### src/rtl/regfile_mp_sb_pkg.sv
// Shared register-file constants and port-slice helpers, used by the regfile,
// pipeline decode and forwarding units.
`ifndef REGFILE_PKG_SV
`define REGFILE_PKG_SV

`define RF_SLICE(vec, idx, w) vec[(idx)*(w) +: (w)]

package regfile_pkg;
  localparam int RF_DATA_W   = 32;
  localparam int RF_ADDR_W   = 5;
  localparam int RF_NUM_RD   = 2;
  localparam int RF_NUM_WR   = 2;
  localparam int RF_ZERO_REG = 1;
endpackage

`endif

### src/rtl/regfile_mp_sb_if.sv
// Register-file bus: decode read/issue side plus writeback side.
// master = pipeline, slave = register file.
interface regfile_mp_sb_if #(
  parameter int DATA_W = regfile_pkg::RF_DATA_W,
  parameter int ADDR_W = regfile_pkg::RF_ADDR_W,
  parameter int NUM_RD = regfile_pkg::RF_NUM_RD,
  parameter int NUM_WR = regfile_pkg::RF_NUM_WR
);
  logic [NUM_RD*ADDR_W-1:0] rd_addr;
  logic [NUM_RD*DATA_W-1:0] rd_data;
  logic [NUM_RD-1:0]        rd_busy;
  logic [NUM_WR-1:0]        wr_en;
  logic [NUM_WR*ADDR_W-1:0] wr_addr;
  logic [NUM_WR*DATA_W-1:0] wr_data;
  logic                     iss_en;
  logic [ADDR_W-1:0]        iss_addr;
  logic [2**ADDR_W-1:0]     busy_vec;

  modport master (
    output rd_addr, wr_en, wr_addr, wr_data, iss_en, iss_addr,
    input  rd_data, rd_busy, busy_vec
  );

  modport slave (
    input  rd_addr, wr_en, wr_addr, wr_data, iss_en, iss_addr,
    output rd_data, rd_busy, busy_vec
  );
endinterface

### src/rtl/regfile_mp_sb_scoreboard.sv
// Pending-write scoreboard: one busy flop per register, issue-set beats
// writeback-clear so a newer producer stays visible.
module regfile_scoreboard import regfile_pkg::*; #(
  parameter int ADDR_W   = RF_ADDR_W,
  parameter int NUM_WR   = RF_NUM_WR,
  parameter int ZERO_REG = RF_ZERO_REG
) (
  input  logic                     clk,
  input  logic                     rst,
  input  logic [NUM_WR-1:0]        wr_en,
  input  logic [NUM_WR*ADDR_W-1:0] wr_addr,
  input  logic                     iss_en,
  input  logic [ADDR_W-1:0]        iss_addr,
  output logic [2**ADDR_W-1:0]     busy_vec
);
  localparam int DEPTH = 2**ADDR_W;

  logic [DEPTH-1:0] set_vec;
  logic [DEPTH-1:0] clr_vec;

  always_comb begin
    set_vec = '0;
    clr_vec = '0;
    if (iss_en) set_vec[iss_addr] = 1'b1;
    if (ZERO_REG != 0) set_vec[0] = 1'b0;
    for (int j = 0; j < NUM_WR; j++) begin
      if (wr_en[j]) clr_vec[`RF_SLICE(wr_addr, j, ADDR_W)] = 1'b1;
    end
  end

  always_ff @(posedge clk or negedge rst) begin
    if (!rst) busy_vec <= '0;
    else      busy_vec <= set_vec | (busy_vec & ~clr_vec);
  end
endmodule

### src/rtl/regfile_mp_sb.sv
// Multi-port register file with pending-write scoreboard.
// Optional same-cycle write-through enabled by defining REGFILE_BYPASS_EN.
module regfile_mp_sb import regfile_pkg::*; #(
  parameter int DATA_W   = RF_DATA_W,
  parameter int ADDR_W   = RF_ADDR_W,
  parameter int NUM_RD   = RF_NUM_RD,
  parameter int NUM_WR   = RF_NUM_WR,
  parameter int ZERO_REG = RF_ZERO_REG
) (
  input  logic            clk,
  input  logic            rst,
  regfile_mp_sb_if.slave  bus
);
  localparam int DEPTH = 2**ADDR_W;

  logic [DATA_W-1:0] mem [DEPTH];

  // Later ports overwrite earlier ones in the loop, so the highest index wins.
  always_ff @(posedge clk or negedge rst) begin
    if (!rst) begin
      for (int i = 0; i < DEPTH; i++) mem[i] <= '0;
    end else begin
      for (int j = 0; j < NUM_WR; j++) begin
        if (bus.wr_en[j] &&
            !(ZERO_REG != 0 && `RF_SLICE(bus.wr_addr, j, ADDR_W) == '0))
          mem[`RF_SLICE(bus.wr_addr, j, ADDR_W)] <= `RF_SLICE(bus.wr_data, j, DATA_W);
      end
    end
  end

  regfile_scoreboard #(
    .ADDR_W   (ADDR_W),
    .NUM_WR   (NUM_WR),
    .ZERO_REG (ZERO_REG)
  ) u_scoreboard (
    .clk      (clk),
    .rst      (rst),
    .wr_en    (bus.wr_en),
    .wr_addr  (bus.wr_addr),
    .iss_en   (bus.iss_en),
    .iss_addr (bus.iss_addr),
    .busy_vec (bus.busy_vec)
  );

  logic [NUM_RD*DATA_W-1:0] rd_data_c;
  logic [NUM_RD-1:0]        rd_busy_c;
  logic [ADDR_W-1:0]        ra;
  logic [DATA_W-1:0]        rdat;
  logic                     rbusy;
`ifdef REGFILE_BYPASS_EN
  logic                     hit;
`endif

  always_comb begin
    rd_data_c = '0;
    rd_busy_c = '0;
    ra        = '0;
    rdat      = '0;
    rbusy     = 1'b0;
`ifdef REGFILE_BYPASS_EN
    hit       = 1'b0;
`endif
    for (int k = 0; k < NUM_RD; k++) begin
      ra    = `RF_SLICE(bus.rd_addr, k, ADDR_W);
      rdat  = mem[ra];
      rbusy = bus.busy_vec[ra];
`ifdef REGFILE_BYPASS_EN
      hit = 1'b0;
      for (int j = 0; j < NUM_WR; j++) begin
        if (bus.wr_en[j] && `RF_SLICE(bus.wr_addr, j, ADDR_W) == ra) begin
          rdat = `RF_SLICE(bus.wr_data, j, DATA_W);
          hit  = 1'b1;
        end
      end
      // A same-cycle issue means a newer producer is in flight; keep busy.
      if (hit && !(bus.iss_en && bus.iss_addr == ra)) rbusy = 1'b0;
`endif
      if (ZERO_REG != 0 && ra == '0) begin
        rdat  = '0;
        rbusy = 1'b0;
      end
      rd_data_c[k*DATA_W +: DATA_W] = rdat;
      rd_busy_c[k]                  = rbusy;
    end
  end

  assign bus.rd_data = rd_data_c;
  assign bus.rd_busy = rd_busy_c;
endmodule

### src/flat_wrapper.sv
// flat-port wrapper written by rule: the top's interface ports become plain ports
module regfile_mp_sb_flat import regfile_pkg::*;
#(
  parameter int DATA_W   = RF_DATA_W,
  parameter int ADDR_W   = RF_ADDR_W,
  parameter int NUM_RD   = RF_NUM_RD,
  parameter int NUM_WR   = RF_NUM_WR,
  parameter int ZERO_REG = RF_ZERO_REG
)
  (clk, rst, bus_rd_addr, bus_wr_en, bus_wr_addr, bus_wr_data, bus_iss_en, bus_iss_addr, bus_rd_data, bus_rd_busy, bus_busy_vec);
  regfile_mp_sb_if #(.DATA_W(DATA_W), .ADDR_W(ADDR_W), .NUM_RD(NUM_RD), .NUM_WR(NUM_WR)) bus_i ();
  input  logic clk;
  input  logic rst;
  input wire logic [$bits(bus_i.rd_addr)-1:0] bus_rd_addr;
  input wire logic [$bits(bus_i.wr_en)-1:0] bus_wr_en;
  input wire logic [$bits(bus_i.wr_addr)-1:0] bus_wr_addr;
  input wire logic [$bits(bus_i.wr_data)-1:0] bus_wr_data;
  input wire logic [$bits(bus_i.iss_en)-1:0] bus_iss_en;
  input wire logic [$bits(bus_i.iss_addr)-1:0] bus_iss_addr;
  output wire logic [$bits(bus_i.rd_data)-1:0] bus_rd_data;
  output wire logic [$bits(bus_i.rd_busy)-1:0] bus_rd_busy;
  output wire logic [$bits(bus_i.busy_vec)-1:0] bus_busy_vec;
  assign bus_i.rd_addr = bus_rd_addr;
  assign bus_i.wr_en = bus_wr_en;
  assign bus_i.wr_addr = bus_wr_addr;
  assign bus_i.wr_data = bus_wr_data;
  assign bus_i.iss_en = bus_iss_en;
  assign bus_i.iss_addr = bus_iss_addr;
  assign bus_rd_data = bus_i.rd_data;
  assign bus_rd_busy = bus_i.rd_busy;
  assign bus_busy_vec = bus_i.busy_vec;
  regfile_mp_sb #(.DATA_W(DATA_W), .ADDR_W(ADDR_W), .NUM_RD(NUM_RD), .NUM_WR(NUM_WR), .ZERO_REG(ZERO_REG)) u_core (.clk(clk), .rst(rst), .bus(bus_i));
endmodule
### config.mk
export PLATFORM = sky130hd
export DESIGN_NAME = regfile_mp_sb_flat
export DESIGN_NICKNAME = d
export VERILOG_FILES = /design/src/rtl/regfile_mp_sb_pkg.sv /design/src/rtl/regfile_mp_sb_if.sv /design/src/rtl/regfile_mp_sb_scoreboard.sv /design/src/rtl/regfile_mp_sb.sv /design/src/flat_wrapper.sv
export SDC_FILE = /design/constraint.sdc
export NUM_CORES = 2
export LEC_CHECK = 0
export ABC_CLOCK_PERIOD_IN_PS = 3100
export CORE_AREA = 2 2 367 369
export CTS_CLUSTER_DIAMETER = 200
export DETAILED_ROUTE_END_ITERATION = 7
export DIE_AREA = 0 0 369 371
export PLACE_DENSITY = 0.72
export REMOVE_ABC_BUFFERS = 1
export SKIP_LAST_GASP = 1
export SLEW_MARGIN = 20
export SYNTH_ARGS = -nofsm -noshare
export SYNTH_HDL_FRONTEND = slang
export SYNTH_HIERARCHICAL = 1
export SYNTH_SLANG_ARGS = --single-unit
### constraint.sdc
create_clock -name clk -period 3.1 [get_ports clk]
set_input_delay 0.31 -clock clk [delete_from_list [all_inputs] [get_ports clk]]
set_output_delay 0.31 -clock clk [all_outputs]
set_load 0.03 [all_outputs]
### Yosys cells after proc, flatten, opt, wreduce, memory -nomap -nowiden

Index checks and enable logic that the tools add are counted.

* flip-flop bits (word level): 1056
* bits of input ports: 94
* word-level logic and storage cells: 99

* magnitude comparators: 14
* multiplexer cells: 31
* bitwise logic cells: 8
* reductions and logical operators: 13

Operators by type and width (count)
* $bwmux 1024: 2
* $mux 1024: 2
* $mux 32: 11
* $bmux 32 s5: 2
* $demux 32 s5: 2
* $or 32x32->32: 2
* $and 32x32->32: 1
* $not 32->32: 1
* $lt 5x6->1 const B: 5
* $ge 6x6->1 const B: 4
* $not 5->6: 4
* $logic_not 5->1: 4
* $demux 1 s5: 3
* $ge 5x1->1 const B: 3
* $lt 6x1->1 const B: 2
* $bmux 1 s5: 2
* $logic_and 1x1->1: 7
* $mux 1: 7
* $logic_not 1->1: 2

### Logic depth before layout (Yosys ltp)

* depth in word-level cells: 10
* depth in mapped cells: 9
* gate-level depth less buffers: 4

### By module

The synthesis kept the hierarchy.

By module, submodules not included
* regfile_mp_sb: instances 1, cells an instance 6183, area an instance 64237.9 µm²
* regfile_scoreboard: instances 1, cells an instance 146, area an instance 1660.3 µm²

### Worst setup path after synthesis

OpenSTA, ideal clock, no wires.

* path type: in2out
* start point: input port bus_rd_addr[1]
* end point: output port bus_rd_data[12]
* arrival time: 2.229 ns
* setup slack: 0.561 ns
* cell stages on the path: 8
* cell sequence: buf_4 -> buf_6 -> buf_6 -> nor2_1 -> clkbuf_1 -> a221oi_1 -> o21ai_0 -> a311oi_1

* word-level cells in the longest chain between the ends: 5

RTL lines
* start: declaration: line flat_wrapper.sv:14 `input wire logic [$bits(bus_i.rd_addr)-1:0] bus_rd_addr;`
* $not 5->6 (implied by the code): line regfile_mp_sb.sv:65 `rdat = mem[ra];`
* $bmux 32 s5: line regfile_mp_sb.sv:65
* $mux 32 (implied by the code) (2 in a row): line regfile_mp_sb.sv:65
* $mux 32 (*): line regfile_mp_sb.sv:78 `if (ZERO_REG != 0 && ra == '0) begin`
* end: declaration: line flat_wrapper.sv:20 `output wire logic [$bits(bus_i.rd_data)-1:0] bus_rd_data;`

Every way passes the cells marked *; elsewhere a longest branch is shown, timed or not. The select of a mux whose other input is x is not followed.

### Worst setup path in the final report

* start point: input port bus_rd_addr[7]
* end point: output port bus_rd_data[60]

Same word-level chain as after synthesis.

==> impl_metrics.env <==
export IMPL_fin_crit_sh_pct=102
export IMPL_slew_violations=0
export IMPL_cts_htree_levels=3
export IMPL_overflow=0
export IMPL_worst_pin_slew_ns=0.987
export IMPL_drv_cap=0
export IMPL_period_minus_slack_ns=3.17
export IMPL_cts_inserted_buffers=112
export IMPL_grt_pass1_wl_um=374000
export IMPL_gp_congestion=0.948
export IMPL_drive_gt1_share_pct=18.8
export IMPL_ys_warn_count=6
export IMPL_clock_skew_ns=0
export IMPL_wl_met1_um=88700
export IMPL_root_buffer="clkbuf_16"
export IMPL_drtIter0Drc=8795
export IMPL_power_mw=47.3
export IMPL_ys_seq_elements=1056
export IMPL_grt_max_degree=102
export IMPL_irDropWorstVdd_v=0.000484
export IMPL_die_w_um=369
export IMPL_vias=56700
export IMPL_synth_area_top_cells="dfrtp_1, mux2i_1, mux4_2"
export IMPL_core_area_um2=133000
export IMPL_finalSetupViolCount=4
export IMPL_fin_nets=6334
export IMPL_cp_end_kind="output pin"
export IMPL_syn_avg_cell_area_um2=10.4
export IMPL_synthMostInstantiatedCell="mux2i_1"
export IMPL_drcViolationCount=0
export IMPL_synth_top_area_cell="dfrtp_1"
export IMPL_cp_required_ns=2.79
export IMPL_outcome="finished with violations"
export IMPL_dr_wl_met3_um=36600
export IMPL_synth_async_sr_flop_share_pct=100
export IMPL_ys_types=56
export IMPL_setup_tns_ns=-0.196
export IMPL_yosys_top_cells_count="mux2i_1, dfrtp_1, a21oi_1"
export IMPL_critPathArrivalTime_ns=2.86
export IMPL_power_leakage_nw=33.4
export IMPL_r2r_end="u_core/mem[968]"
export IMPL_rsz0062_at_grt="false"
export IMPL_top_layer="met5"
export IMPL_power_density_nw_per_um2=624
export IMPL_grtUsageTotal_pct=36.8
export IMPL_setup_ws_ns=-0.0720
export IMPL_synth_top_cell_area_share_pct=40.1
export IMPL_yosysSeqAreaShare_pct=40.1
export IMPL_syn_to_final_growth_pct=15.1
export IMPL_fp_dieArea_um2=137000
export IMPL_synth_flop_cell="dfrtp_1"
export IMPL_max_freq_ghz=0.315
export IMPL_r2r_slack_ns=2.23
export IMPL_vias_per_cell=7.00
export IMPL_num_fill_cells=10900
export IMPL_cts_tree="yes"
export IMPL_critPathKind="in2out"
export IMPL_path_max_fanout=57
export IMPL_num_io_pins=192
export IMPL_portBuffers=191
export IMPL_routedWlPerCell_um=31.5
export IMPL_synthCells=6329
export IMPL_synth_edf_count=0
export IMPL_route_met2_wl_um=109000
export IMPL_dieHeight_um=371
export IMPL_clkSinkCount=1056
export IMPL_r2r_start="u_core/mem[968]"
export IMPL_grt_pass1_vias=55500
export IMPL_clk_latency_ns=0.75
export IMPL_syn_cell_area_um2=65900
export IMPL_r2r_cells=2
export IMPL_antenna_found_initial=6
export IMPL_initial_core_util_pct=49.6
export IMPL_drt_first_pass_iters=6
export IMPL_post_cts_setup_buffers=0
export IMPL_violations="negative setup slack"
export IMPL_critPathLaunchType="input port"
export IMPL_postRouteAntennaNets=0
export IMPL_hold_class="in2async"
export IMPL_hold_viol_final=0
export IMPL_slew_headroom_pct=34.6
export IMPL_clk_pin_slew_ns=0.06
export IMPL_hpwl_um=154000
export IMPL_wl_um=255000
export IMPL_cts_path_max_buffers=3
export IMPL_critPathLaunch="bus_rd_addr[7]"
export IMPL_row_count=134
-- sequential cells by signal, summed over array words and instances (netlist names) --
signal and count:
u_core/mem 1024, u_core/u_scoreboard/busy_vec 32
-- per-layer routing --
metal / GRT usage (%) / up-vias
met5: 0 / -
li1: - / 23000
met3: 11.3 / 1288
met1: 46.9 / 27800
met2: 53.6 / 4576
met4: 25.4 / 8
-- cells by family (layout without fill, tap and decap cells) --
logic type | after synthesis | count (layout) | synth area share, %
other | 0 | 6 | 0
multiplexers | 1713 | 1713 | 33.1
AO/OA/AOI/OAI | 1483 | 1483 | 13.3
AND/OR/NAND/NOR | 1304 | 1304 | 8.36
buffers and inverters | 773 | 775 | 5.17
flip-flops | 1056 | 1056 | 40.1
-- stage by stage --
step           setup slack (ns)  hold WS [ns]  instances  utilization [%]  instance area, um2
2_1_floorplan            -0.393        0.0144       5560                -               62500
3_3_place_gp             0.0180         0.290       7893             54.3               72100
3_5_place_dp           -0.00106         0.293       7893             54.3               72100
4_1_cts                 0.00833         0.105       8099             57.1               75800
5_1_grt                0.000563         0.127       8100             57.1               75800
6_report                -0.0720        0.0977       8105             57.1               75800
-- how the worst max path moves through the flow --
| stage | endpoint | slack [ns] | cells past startpoint |
|---|---|---|---|
| after detailed placement | bus_rd_data[31] | -0.001 | 8 |
| after global placement | bus_rd_data[31] | 0.02 | 8 |
| after global routing | bus_rd_data[33] | 0.0006 | 6 |
| after floorplan | bus_rd_data[41] | -0.39 | 3 |
| after CTS | bus_rd_data[58] | 0.008 | 9 |
| final | bus_rd_data[60] | -0.07 | 9 |
-- worst max-delay path, cell delays in order --
cell	delay, ns
buf_8	0.18
buf_12	0.20
buf_12	0.32
mux2i_1	0.15
a22oi_1	0.21
nand4_1	0.25
a211oi_1	0.71
buf_4	0.24
buf_12	0.11
-- cell usage in the layout (no fill, tap or decap), types with 56 or more instances in the layout --
cell type           n
clkbuf_16         114
nor2_1            555
a211oi_1           62
o21ai_1            83
mux2_2             56
buf_4             254
o221ai_1           66
mux2i_1          1284
buf_12            187
a22oi_1           120
dfrtp_1          1056
nand2_1           535
o21ai_0           423
a21oi_1           577
mux4_2            363
clkdlybuf4s50_1    97
-- report_power, final --
group	internal (mW)	total, mW	switching, mW
logic	6.82	12.9	6.10
registers	17.3	20.4	3.09
clock network	7.87	14.0	6.08
total	32.0	47.3	15.3
-- layout make-up --
type	instances	area, um2	share of cell area, %
well taps	1768	2210	2.92
multi-input cells	4500	36600	48.3
flip-flops and latches	1056	26400	34.8
diodes	6	15.0	0.0198
clock buffers	161	3260	4.30
clock inverters	44	464	0.612
repair buffers	566	6830	9.00
inverters	4	17.5	0.0231
-- what timing repair did --
item	CTS	global route
hold buffers	1	0
setup endpoints to repair	4	8
endpoints found under the hold margin	140	0
gates cloned	0	0
resized for setup	4	8
(Power assumes the default switching activity.)
